$ cat src/rtl/cmp_pkg.sv
// Shared definitions for the successive-approximation search controller:
// state encodings and the comparator flag-validity helper.
package cmp_pkg;

  typedef enum logic [1:0] {
    S_IDLE   = 2'd0,
    S_SETTLE = 2'd1,
    S_SAMPLE = 2'd2,
    S_DONE   = 2'd3
  } state_t;

  localparam int CNT_W = 4;

  // A well-behaved comparator raises exactly one of gre/les/eq.
  function automatic logic onehot3(input logic a, input logic b, input logic c);
    return (a & ~b & ~c) | (~a & b & ~c) | (~a & ~b & c);
  endfunction

endpackage

$ cat src/rtl/settle_counter.sv
// Settle-wait counter: loads the wait length, counts down, and flags the last
// settle cycle so the controller can move on to sampling.
module settle_counter
  import cmp_pkg::*;
(
  input  logic             clk,
  input  logic             rst,
  input  logic             load,
  input  logic [CNT_W-1:0] load_val,
  input  logic             dec,
  output logic             tc
);

  logic [CNT_W-1:0] cnt_reg;

  always_ff @(posedge clk) begin
    if (rst) begin
      cnt_reg <= '0;
    end else if (load) begin
      cnt_reg <= load_val;
    end else if (dec) begin
      cnt_reg <= cnt_reg - CNT_W'(1);
    end
  end

  assign tc = (cnt_reg == CNT_W'(1));

endmodule

$ cat src/rtl/sar_search_ctrl.sv
// Successive-approximation search controller: drives trial codes MSB-first into
// an external comparator and reports the exact match or largest code <= target.
module sar_search_ctrl
  import cmp_pkg::*;
#(
  parameter int WIDTH  = 4,
  parameter int SETTLE = 0
) (
  input  logic             clk,
  input  logic             rst,
  input  logic             start,
  input  logic             gre,
  input  logic             les,
  input  logic             eq,
  output logic [WIDTH-1:0] trial,
  output logic             busy,
  output logic             done,
  output logic [WIDTH-1:0] result,
  output logic             found,
  output logic             err
);

  localparam int               IDX_W      = (WIDTH > 1) ? $clog2(WIDTH) : 1;
  localparam logic [WIDTH-1:0] TRIAL_INIT = WIDTH'(1) << (WIDTH - 1);
  localparam logic [IDX_W-1:0] IDX_INIT   = IDX_W'(WIDTH - 1);
  localparam logic [CNT_W-1:0] SETTLE_CNT = CNT_W'(SETTLE);
  localparam state_t           FIRST_ST   = (SETTLE == 0) ? S_SAMPLE : S_SETTLE;

  state_t           state_reg, state_next;
  logic [WIDTH-1:0] trial_reg, trial_next;
  logic [IDX_W-1:0] idx_reg, idx_next;
  logic [WIDTH-1:0] result_reg, result_next;
  logic             found_reg, found_next;
  logic             err_reg, err_next;
  logic             cnt_load, cnt_dec, cnt_tc;
  logic [WIDTH-1:0] bit_mask;
  logic [WIDTH-1:0] trial_upd;

  settle_counter u_settle (
    .clk      (clk),
    .rst      (rst),
    .load     (cnt_load),
    .load_val (SETTLE_CNT),
    .dec      (cnt_dec),
    .tc       (cnt_tc)
  );

  always_ff @(posedge clk) begin
    if (rst) begin
      state_reg  <= S_IDLE;
      trial_reg  <= '0;
      idx_reg    <= '0;
      result_reg <= '0;
      found_reg  <= 1'b0;
      err_reg    <= 1'b0;
    end else begin
      state_reg  <= state_next;
      trial_reg  <= trial_next;
      idx_reg    <= idx_next;
      result_reg <= result_next;
      found_reg  <= found_next;
      err_reg    <= err_next;
    end
  end

  always_comb begin
    state_next  = state_reg;
    trial_next  = trial_reg;
    idx_next    = idx_reg;
    result_next = result_reg;
    found_next  = found_reg;
    err_next    = err_reg;
    cnt_load    = 1'b0;
    cnt_dec     = 1'b0;
    bit_mask    = WIDTH'(1) << idx_reg;
    // "trial too high" drops the bit under test; "too low" keeps it.
    trial_upd   = gre ? (trial_reg & ~bit_mask) : trial_reg;

    case (state_reg)
      S_IDLE: begin
        if (start) begin
          trial_next = TRIAL_INIT;
          idx_next   = IDX_INIT;
          cnt_load   = 1'b1;
          found_next = 1'b0;
          err_next   = 1'b0;
          state_next = FIRST_ST;
        end
      end
      S_SETTLE: begin
        cnt_dec = 1'b1;
        if (cnt_tc) state_next = S_SAMPLE;
      end
      S_SAMPLE: begin
        if (!onehot3(gre, les, eq)) begin
          err_next    = 1'b1;
          result_next = trial_reg;
          state_next  = S_DONE;
        end else if (eq) begin
          found_next  = 1'b1;
          result_next = trial_reg;
          state_next  = S_DONE;
        end else if (idx_reg == '0) begin
          trial_next  = trial_upd;
          result_next = trial_upd;
          state_next  = S_DONE;
        end else begin
          trial_next = trial_upd | (bit_mask >> 1);
          idx_next   = idx_reg - IDX_W'(1);
          cnt_load   = 1'b1;
          state_next = FIRST_ST;
        end
      end
      S_DONE: begin
        state_next = S_IDLE;
      end
      default: begin
        state_next = S_IDLE;
      end
    endcase
  end

  assign trial  = trial_reg;
  assign busy   = (state_reg == S_SETTLE) || (state_reg == S_SAMPLE);
  assign done   = (state_reg == S_DONE);
  assign result = result_reg;
  assign found  = found_reg;
  assign err    = err_reg;

endmodule

$ cat config.mk
export PLATFORM = sky130hd
export DESIGN_NAME = sar_search_ctrl
export DESIGN_NICKNAME = d
export VERILOG_FILES = /design/src/rtl/cmp_pkg.sv /design/src/rtl/settle_counter.sv /design/src/rtl/sar_search_ctrl.sv
export SDC_FILE = /design/constraint.sdc
export NUM_CORES = 1
export LEC_CHECK = 0
export CORE_UTILIZATION = 47
export CTS_CLUSTER_DIAMETER = 40
export DETAILED_ROUTE_END_ITERATION = 10
export PLACE_DENSITY = 0.73
export SYNTH_ARGS = -nofsm -noshare
export SYNTH_HDL_FRONTEND = slang
export SYNTH_HIERARCHICAL = 1
export SYNTH_SLANG_ARGS = --single-unit
$ cat constraint.sdc
create_clock -name clk -period 1.9 [get_ports clk]
set_clock_uncertainty 0.15 [all_clocks]
set_input_delay 0.285 -clock clk [delete_from_list [all_inputs] [get_ports clk]]
set_output_delay 0.285 -clock clk [all_outputs]
set_load 0.05 [all_outputs]
# Yosys cells after proc, flatten, opt, wreduce, memory -nomap -nowiden
# Index checks and enable logic that the tools add are counted.
# Widths: inputs -> output; s select.
dict set report word_totals {
  ff_bits 18
  inputBits 6
  word_cells 79
  out_inout_bits 12
}
dict set report op_classes {
  mux 32
  addsub 2
  bitwise 14
  shift 1
  n_reduce_logical 11
  n_eq_ne 12
}
# cell count
set ops {}
lappend ops {{$mux 4} 8}
lappend ops {{$ne 2x2->1 const B} 7}
lappend ops {{$mux 1} 12}
lappend ops {{$mux 2} 6}
lappend ops {{$pmux 2 s4} 1}
lappend ops {{$pmux 4 s2} 1}
lappend ops {{$reduce_and 4->1} 2}
lappend ops {{$and 1x1->1} 6}
lappend ops {{$pmux 1 s2} 3}
lappend ops {{$reduce_and 5->1} 1}
lappend ops {{$and 4x4->4} 1}
lappend ops {{$eq 2x2->1 const B} 2}
lappend ops {{$eq 4x1->1 const B} 1}
lappend ops {{$logic_not 2->1} 2}
lappend ops {{$not 4->4} 1}
lappend ops {{$or 4x3->4} 1}
lappend ops {{$pmux 2 s2} 1}
lappend ops {{$reduce_and 2->1} 2}
lappend ops {{$shl 1x2->4 const A} 1}
lappend ops {{$sub 4x1->4 const B} 1}
lappend ops {{$ne 3x2->1 const B} 1}
lappend ops {{$not 1->1} 3}
lappend ops {{$reduce_and 3->1} 1}
lappend ops {{$eq 2x1->1 const B} 1}
lappend ops {{other kinds (5)} 6}

# Depth between registers and ports, before layout
# Gate-level depths: netlist of run 1.
dict set report depth {
  ltp_word 9
  ltp_mapped 9
  ltp_nobuf 7
}

# Modules after synthesis
# Netlist of run 1, hierarchy kept.
# module area_each_um2 seq_area_each_um2 n_inst cells_per_inst
set by_module_without_submodules {}
lappend by_module_without_submodules {sar_search_ctrl 975.9 280.3 1 104}
lappend by_module_without_submodules {settle_counter 246.5 80.1 1 27}

# Worst setup path after synthesis of run 1
# No wires, ideal clock.
dict set report synth_timing {
  path_kind {flip-flop to flip-flop}
  startpoint {reg state_reg[0]}
  endpoint {reg u_settle.cnt_reg[0]}
  arrival_ps 1664
  setup_ps 114
  t_required_ps 1636
  path_stages_with_launch 10
  period_less_slack_ps 1928
  n_path_buf 2
  setup_slack_ps -28
  cell_sequence {dfxtp_1 -> inv_1 -> ha_1 -> buf_4 -> nor3b_1 -> nand2_1 -> nand2_1 -> clkbuf_1 -> mux2i_1 -> nor2_1}
}
dict set report synth_between {
  elab_chain_cells 3
  word_cells_on_any_way 6
  cone_classes {eq/ne (2); mux (2); reduce/logical (2)}
}
# item line_no
set synth_lines {}
lappend synth_lines {{from (decl)} sar_search_ctrl.sv:29} ;# state_t state_reg, state_next;
lappend synth_lines {{from (signal assigned)} sar_search_ctrl.sv:57} ;# state_reg <= state_next;
lappend synth_lines {{$eq 2x2->1 / $logic_not 2->1 (equally long branches)} sar_search_ctrl.sv:79} ;# case (state_reg)
lappend synth_lines {{$pmux 1 s2 (*)} sar_search_ctrl.sv:79}
lappend synth_lines {{net cnt_load} sar_search_ctrl.sv:35} ;# logic cnt_load, cnt_dec, cnt_tc;
lappend synth_lines {{$reduce_or 2->1 (no source line) (*)} --}
lappend synth_lines {{to (signal assigned)} settle_counter.sv:20} ;# cnt_reg <= load_val;
lappend synth_lines {{to (signal assigned)} settle_counter.sv:22} ;# cnt_reg <= cnt_reg - CNT_W'(1);
lappend synth_lines {{to (decl)} settle_counter.sv:14} ;# logic [CNT_W-1:0] cnt_reg;
# The timed path passes the listed nets; every way through them passes the cells marked *.
# A chain may end at the register's enable or synchronous reset.

# Worst setup path after layout of run 1
dict set report layout_timing {
  startpoint {reg idx_reg[1]}
  endpoint {reg idx_reg[0]}
}
dict set report layout_between {
  elab_chain_cells 3
}
# item line_no
set layout_lines {}
lappend layout_lines {{from (decl)} sar_search_ctrl.sv:31} ;# logic [IDX_W-1:0] idx_reg, idx_next;
lappend layout_lines {{from (signal assigned)} sar_search_ctrl.sv:59} ;# idx_reg <= idx_next;
lappend layout_lines {{$logic_not 2->1} sar_search_ctrl.sv:103} ;# end else if (idx_reg == '0) begin
lappend layout_lines {{$ne 2x2->1 (no source line)} --}
lappend layout_lines {{$reduce_and 5->1 (no source line)} --}
# Every way passes these cells.

==> results of run 1 <==
[cells in the mapped netlist, drive strengths merged (3+ instances only)]
cell | count | area [µm²]
xor2 | 3 | 45.1
nor2 | 5 | 18.8
clkbuf | 3 | 11.3
nand3b | 6 | 45.0
a21oi | 9 | 48.8
nand2b | 8 | 50.1
nand4bb | 4 | 45.0
nand3 | 3 | 15.0
mux2i | 6 | 63.8
ha | 11 | 138
nand2 | 10 | 37.5
inv | 10 | 37.5
a31oi | 3 | 18.8
buf | 3 | 26.3
dfxtp | 18 | 360
[layer usage]
| layer | share of wire, % | vias to the layer above | wire length, µm | track usage (%) |
|---|---|---|---|---|
| met5 | 0 | - | 0 | 0 |
| met4 | 1.2 | 0 | 32 | 8.77 |
| met3 | 4.1 | 5 | 107 | 3.45 |
| met2 | 48 | 24 | 1250 | 34.0 |
| met1 | 47 | 477 | 1230 | 26.2 |
| li1 | - | 521 | - | - |
[layout make-up]
| cell class | count | area share [%] |
|---|---|---|
| Clock buffer | 4 | 2.33 |
| Inverter | 10 | 2.41 |
| Tap cell | 30 | 2.41 |
| Multi-Input combinational cell | 100 | 52.4 |
| Timing Repair Buffer | 27 | 17.2 |
| Sequential cell | 18 | 23.2 |
[cell families (layout without fill, tap and decap cells)]
group	after synthesis	in the layout	share of synthesized area, %
AND/OR/NAND/NOR	48	48	25.1
AO/OA/AOI/OAI	25	25	14.9
flip-flops	18	18	29.5
buffers and inverters	16	41	6.14
adder cells (fa/ha/maj)	11	11	11.3
multiplexers	7	7	6.14
XOR/XNOR	5	5	6.65
other	1	4	0.307
[worst min path at each step]
stage,start,end,depth (start not counted)
2_1_floorplan,rst,u_settle/cnt_reg[1]$_SDFFE_PP0P_,1
3_3_place_gp,err$_SDFFE_PP0P_,err$_SDFFE_PP0P_,2
3_5_place_dp,err$_SDFFE_PP0P_,err$_SDFFE_PP0P_,2
4_1_cts,err$_SDFFE_PP0P_,err$_SDFFE_PP0P_,2
5_1_grt,err$_SDFFE_PP0P_,err$_SDFFE_PP0P_,2
6_report,err$_SDFFE_PP0P_,err$_SDFFE_PP0P_,2
[per-stage QoR]
stage,instance area [µm²],hold slack [ns]
floorplan,1240,0.204
global placement,1500,0.293
detailed placement,1500,0.293
CTS,1540,0.311
global route,1560,0.337
finish,1560,0.318
[report_power, final]
part	switching (mW)	internal [mW]	leakage [nW]
Clock	0.124	0.117	0.0210
Combinational	0.261	0.210	0.489
Sequential	0.0365	0.413	0.148
Total	0.422	0.740	0.658
[critical path, stage by stage, from the launching register on]
cell                        delay [ns]
sky130_fd_sc_hd__dfxtp_1          0.42
sky130_fd_sc_hd__inv_1            0.10
sky130_fd_sc_hd__ha_1             0.24
sky130_fd_sc_hd__or2_2            0.36
sky130_fd_sc_hd__nor4_1           0.35
sky130_fd_sc_hd__a2111oi_2        0.09
[repair_timing]
| item | in CTS | in global routing |
|---|---|---|
| endpoints found under the hold margin | 0 | 0 |
| endpoints found under the setup margin | 0 | 7 |
| setup buffers | 0 | 0 |
| hold buffers | 0 | 0 |
| gates resized for setup | 0 | 7 |
==> flow_metrics.tcl, run 1 <==
set metrics [dict create \
    run_status "completed" \
    crit_start "idx_reg[1]$_SDFFE_PP0P_" \
    finalWirelength_mm 2.63 \
    floorplan.initialDensity_pct 49.3 \
    grt_pass1_vias 930 \
    regToRegStartpoint "idx_reg[1]$_SDFFE_PP0P_" \
    ys_ff_latch 18 \
    finalNetCount 177 \
    first_pass_grt_wire_length_mm 4.13 \
    place_congestion 0.839 \
    area.sequential_um2 362 \
    clk_transition_reported_paths_ns 0.12 \
    initialDrtViolationCount 11 \
    setup.reg_to_reg.worst_slack_ns 0.07 \
    static-leakage-power_nw 0.658 \
    unrepaired_setup_endpoints_after_global_routing "false" \
    antenna_found_initial 0 \
    detail_route.first_pass.iterations 4 \
    overflow 0 \
    fp.dieW_um 53 \
    area_growth_pct 27.4 \
    remaining_drc_errors 0 \
    worst_slew_pin_slew_ns 0.504 \
    setup_violations 0 \
    via_count 1027 \
    clkLatencyLatePin_ns 0.30 \
    clock_tree.root_cell "sky130_fd_sc_hd__clkbuf_4" \
    fin_crit_sh_pct 96.1 \
    floorplan.rows 18 \
    final_critical_path_setup_slack_ns 0.0741 \
    finalMaxSlewViolations 0 \
    cell_count_post_placement 185 \
    netlist_instances 131 \
    crit_arrival_ns 1.86 \
    grtUsageTotal_pct 20.6 \
    max_cap_viol_count 0 \
    timing.reg2reg.worst_path_depth 5 \
    worst-path-max-fanout 4 \
    drt-vias-per-instance 5.43 \
    slew-limit-headroom_pct 66.4 \
    post-place-ws_ns -0.0731 \
    finalWorstPathRequiredPeriod_ns 1.83 \
    io_buffer_count 17 \
    synth_area_per_cell_um2 9.33 \
    io-pin-count 18 \
    drive_above_1_share_pct 23.3 \
    hold_class "reg -> reg" \
    worstSetupStartpointType "register" \
    post-layout-total-power_mw 1.16 \
    layout.cells.most_common_list "17 x sky130_fd_sc_hd__dfxtp_1, 16 x sky130_fd_sc_hd__buf_4, 10 x sky130_fd_sc_hd__inv_1, 10 x sky130_fd_sc_hd__ha_1, 9 x sky130_fd_sc_hd__nand2_1" \
    antennaDiodeCount 0 \
    end_kind "register" \
    edff_count_synth 0 \
    cts_max_path_buffers 2 \
    ys_types 43 \
    cts-buffers-inserted 3 \
    max_freq_ghz 0.548 \
    dieArea_um2 2810 \
    die-height_um 53 \
    post_dr_wirelength_cell_um 13.9 \
    clock_tree.htree_level_count 1 \
    post-route-util_pct 62.9 \
    worst-endpoint-required_ns 1.93 \
    multi_input_area_um2 817 \
    syn-cell-area_um2 1220 \
    synth-warning-count 6 \
    setup_total_negative_slack_ns 0 \
    hpwlAfterDp_mm 1.99 \
    yosys_most_used_dff "sky130_fd_sc_hd__dfxtp_1" \
    cts.sinks 18 \
    synth.yosys.seq_area_share_pct 29.5 \
    timing.rr.end "idx_reg[0]$_SDFFE_PP0P_" \
    power_density_nw_per_um2 746 \
    final_cell_count_no_fill 189 \
    fp.coreArea_um2 2480 \
    critical_path.endpoint "idx_reg[0]$_SDFFE_PP0P_" \
    fillCellCount 219 \
    ws_path_type "reg -> reg" \
    final_antenna_net_count 0 \
    cts_tree "done" \
    asyncSetResetFlopFracSynth_pct 0 \
    grt_start_max_net_pins 24 \
    report.final.hold_viol_count 0 \
    ir_drop_uv 536 \
    mostFrequentLayoutCell "sky130_fd_sc_hd__dfxtp_1" \
]
Power figures use the tool's default switching activity.
==> run 2, diff against run 1 <==
CORE_ASPECT_RATIO = 1.4   (was unset)
SKIP_LAST_GASP = 1   (was unset)
==> run 2 against run 1 <==
- maximum frequency grew 2.6%
- cell area rose by 0.24%
- sequential share of layout area down 0.14 points
- sequential cell count unchanged
- die area barely moved
- global-route usage up 0.90 points
- highest routed layer unchanged
==> flow_metrics.tcl, run 2 (same netlist as run 1, synthesis figures left out) <==
set metrics [dict create \
    run_status "completed" \
    cts_max_path_buffers 2 \
    dieArea_um2 2810 \
    finalMaxSlewViolations 0 \
    clock_tree.htree_level_count 1 \
    maxUsedRoutingLayer "met4" \
    setup_violations 0 \
    post-route-util_pct 64.6 \
    worst-endpoint-required_ns 1.98 \
    whs_path_depth 2 \
    hold_path_startpoint "err$_SDFFE_PP0P_" \
    cp_slowest_stage_delay_ns 0.40 \
    power_density_nw_per_um2 748 \
    remaining_drc_errors 0 \
    layout.cells.most_common_list "21 x sky130_fd_sc_hd__buf_4, 18 x sky130_fd_sc_hd__dfxtp_1, 10 x sky130_fd_sc_hd__inv_1, 10 x sky130_fd_sc_hd__ha_1, 9 x sky130_fd_sc_hd__nand2_1" \
    place_congestion 0.895 \
    max_cap_viol_count 0 \
    antenna_found_initial 0 \
    max_freq_ghz 0.562 \
    first_pass_grt_wire_length_mm 4.67 \
    mostFrequentLayoutCell "sky130_fd_sc_hd__buf_4" \
    finalInstanceArea_um2 1560 \
    hpwlAfterDp_mm 2.05 \
    cts_tree "done" \
    clock_tree.root_cell "sky130_fd_sc_hd__clkbuf_4" \
    met1_layer_wirelength_in_the_final_routing_mm 1.14 \
    crit_arrival_ns 1.86 \
    post-cts-setup-buffer-count 0 \
    detailed_routed_wire_length_on_met2_mm 1.40 \
    initialDrtViolationCount 25 \
    clkLatencyLatePin_ns 0.29 \
    io_buffer_count 17 \
    floorplan.initialDensity_pct 50.6 \
    crit_start "state_reg[0]$_SDFFE_PP0P_" \
    postCtsHoldBufs 0 \
    post_cts_resize_count 0 \
    final_antenna_net_count 0 \
    drt-vias-per-instance 5.33 \
    critical-path-top-delay-family "compound AO/OA/AOI/OAI gates" \
    io-pin-count 18 \
    hold_class "reg -> reg" \
    clk_transition_reported_paths_ns 0.11 \
    finalNetCount 179 \
    ir_drop_uv 417 \
    grt_pass1_vias 1036 \
    grtUsageTotal_pct 21.5 \
    detail_route_met3_wl_um 90 \
    cts.sinks 18 \
    static-leakage-power_nw 0.617 \
    report.final.hold_viol_count 0 \
    via_count 1040 \
    die-height_um 62.3 \
    worst-path-max-fanout 6 \
    post-layout-total-power_mw 1.17 \
    floorplan.rows 21 \
    worstPathBufferInverterCount 1 \
    post-place-ws_ns -0.0661 \
    final_cell_count_no_fill 195 \
    placed_instance_area_um2 1510 \
    cp.depth 7 \
    crit_slowest_cell "sky130_fd_sc_hd__dfxtp_1" \
    area_growth_pct 27.7 \
    fin_crit_sh_pct 93.7 \
    final_critical_path_setup_slack_ns 0.120 \
    ws_path_type "reg -> reg" \
    cts-buffers-inserted 3 \
    worstSetupStartpointType "register" \
    end_kind "register" \
    timing.reg2reg.worst_path_depth 7 \
    post_dr_wirelength_cell_um 13.7 \
    overflow 0 \
    cell_count_post_placement 191 \
    detail_route.first_pass.iterations 4 \
    finalWorstPathRequiredPeriod_ns 1.78 \
    path_cells "inv_1, ha_1, nor3b_2, nand2_1, nand2_2, a211o_2, a21oi_1" \
    regToRegStartpoint "state_reg[0]$_SDFFE_PP0P_" \
    drive_above_1_share_pct 25.5 \
    unrepaired_setup_endpoints_after_global_routing "true" \
    fp.coreArea_um2 2420 \
    fp.dieW_um 45.1 \
    finalWirelength_mm 2.67 \
    antennaDiodeCount 0 \
    grt_start_max_net_pins 24 \
]
-- run 2: per-layer routing --
metal  track usage (%)  vias to the layer above
li1                  -                      525
met1              29.3                      481
met2              34.6                       28
met3              2.62                        6
met4              6.44                        0
met5                 0                        -
-- run 2: final timing paths --
check / end / slack [ns]
hold reg to reg: err$_SDFFE_PP0P_ / 0.31
hold / removal: err$_SDFFE_PP0P_ / 0.31
setup reg to reg: u_settle/cnt_reg[1]$_SDFFE_PP0P_ / 0.12
setup / recovery: u_settle/cnt_reg[1]$_SDFFE_PP0P_ / 0.12
-- run 2: final cells by class --
class,count,area [µm²]
sequential,18,360
multi-input combinational,100,817
fill,215,856
timing repair buffer,29,268
tap,34,42.5
inverter,10,37.5
clock buffer,4,36.3
-- run 2: per-stage QoR --
| stage | setup TNS (ns) | hold WS, ns |
|---|---|---|
| global placement | -0.0281 | 0.291 |
| finish | 0 | 0.306 |
| global route | -0.00450 | 0.357 |
| detailed placement | -0.166 | 0.290 |
| floorplan | 0 | 0.204 |
| CTS | 0 | 0.307 |
-- run 2: worst min-delay path, cell delays in order (launching register included) --
cell                      delay (ns)
sky130_fd_sc_hd__dfxtp_1        0.33
sky130_fd_sc_hd__inv_1          0.05
sky130_fd_sc_hd__a21oi_1        0.05
-- run 2: where the power goes --
group | leakage (nW) | internal (mW) | switching (mW)
Sequential | 0.147 | 0.413 | 0.0338
Combinational | 0.449 | 0.218 | 0.266
Clock | 0.0210 | 0.117 | 0.121
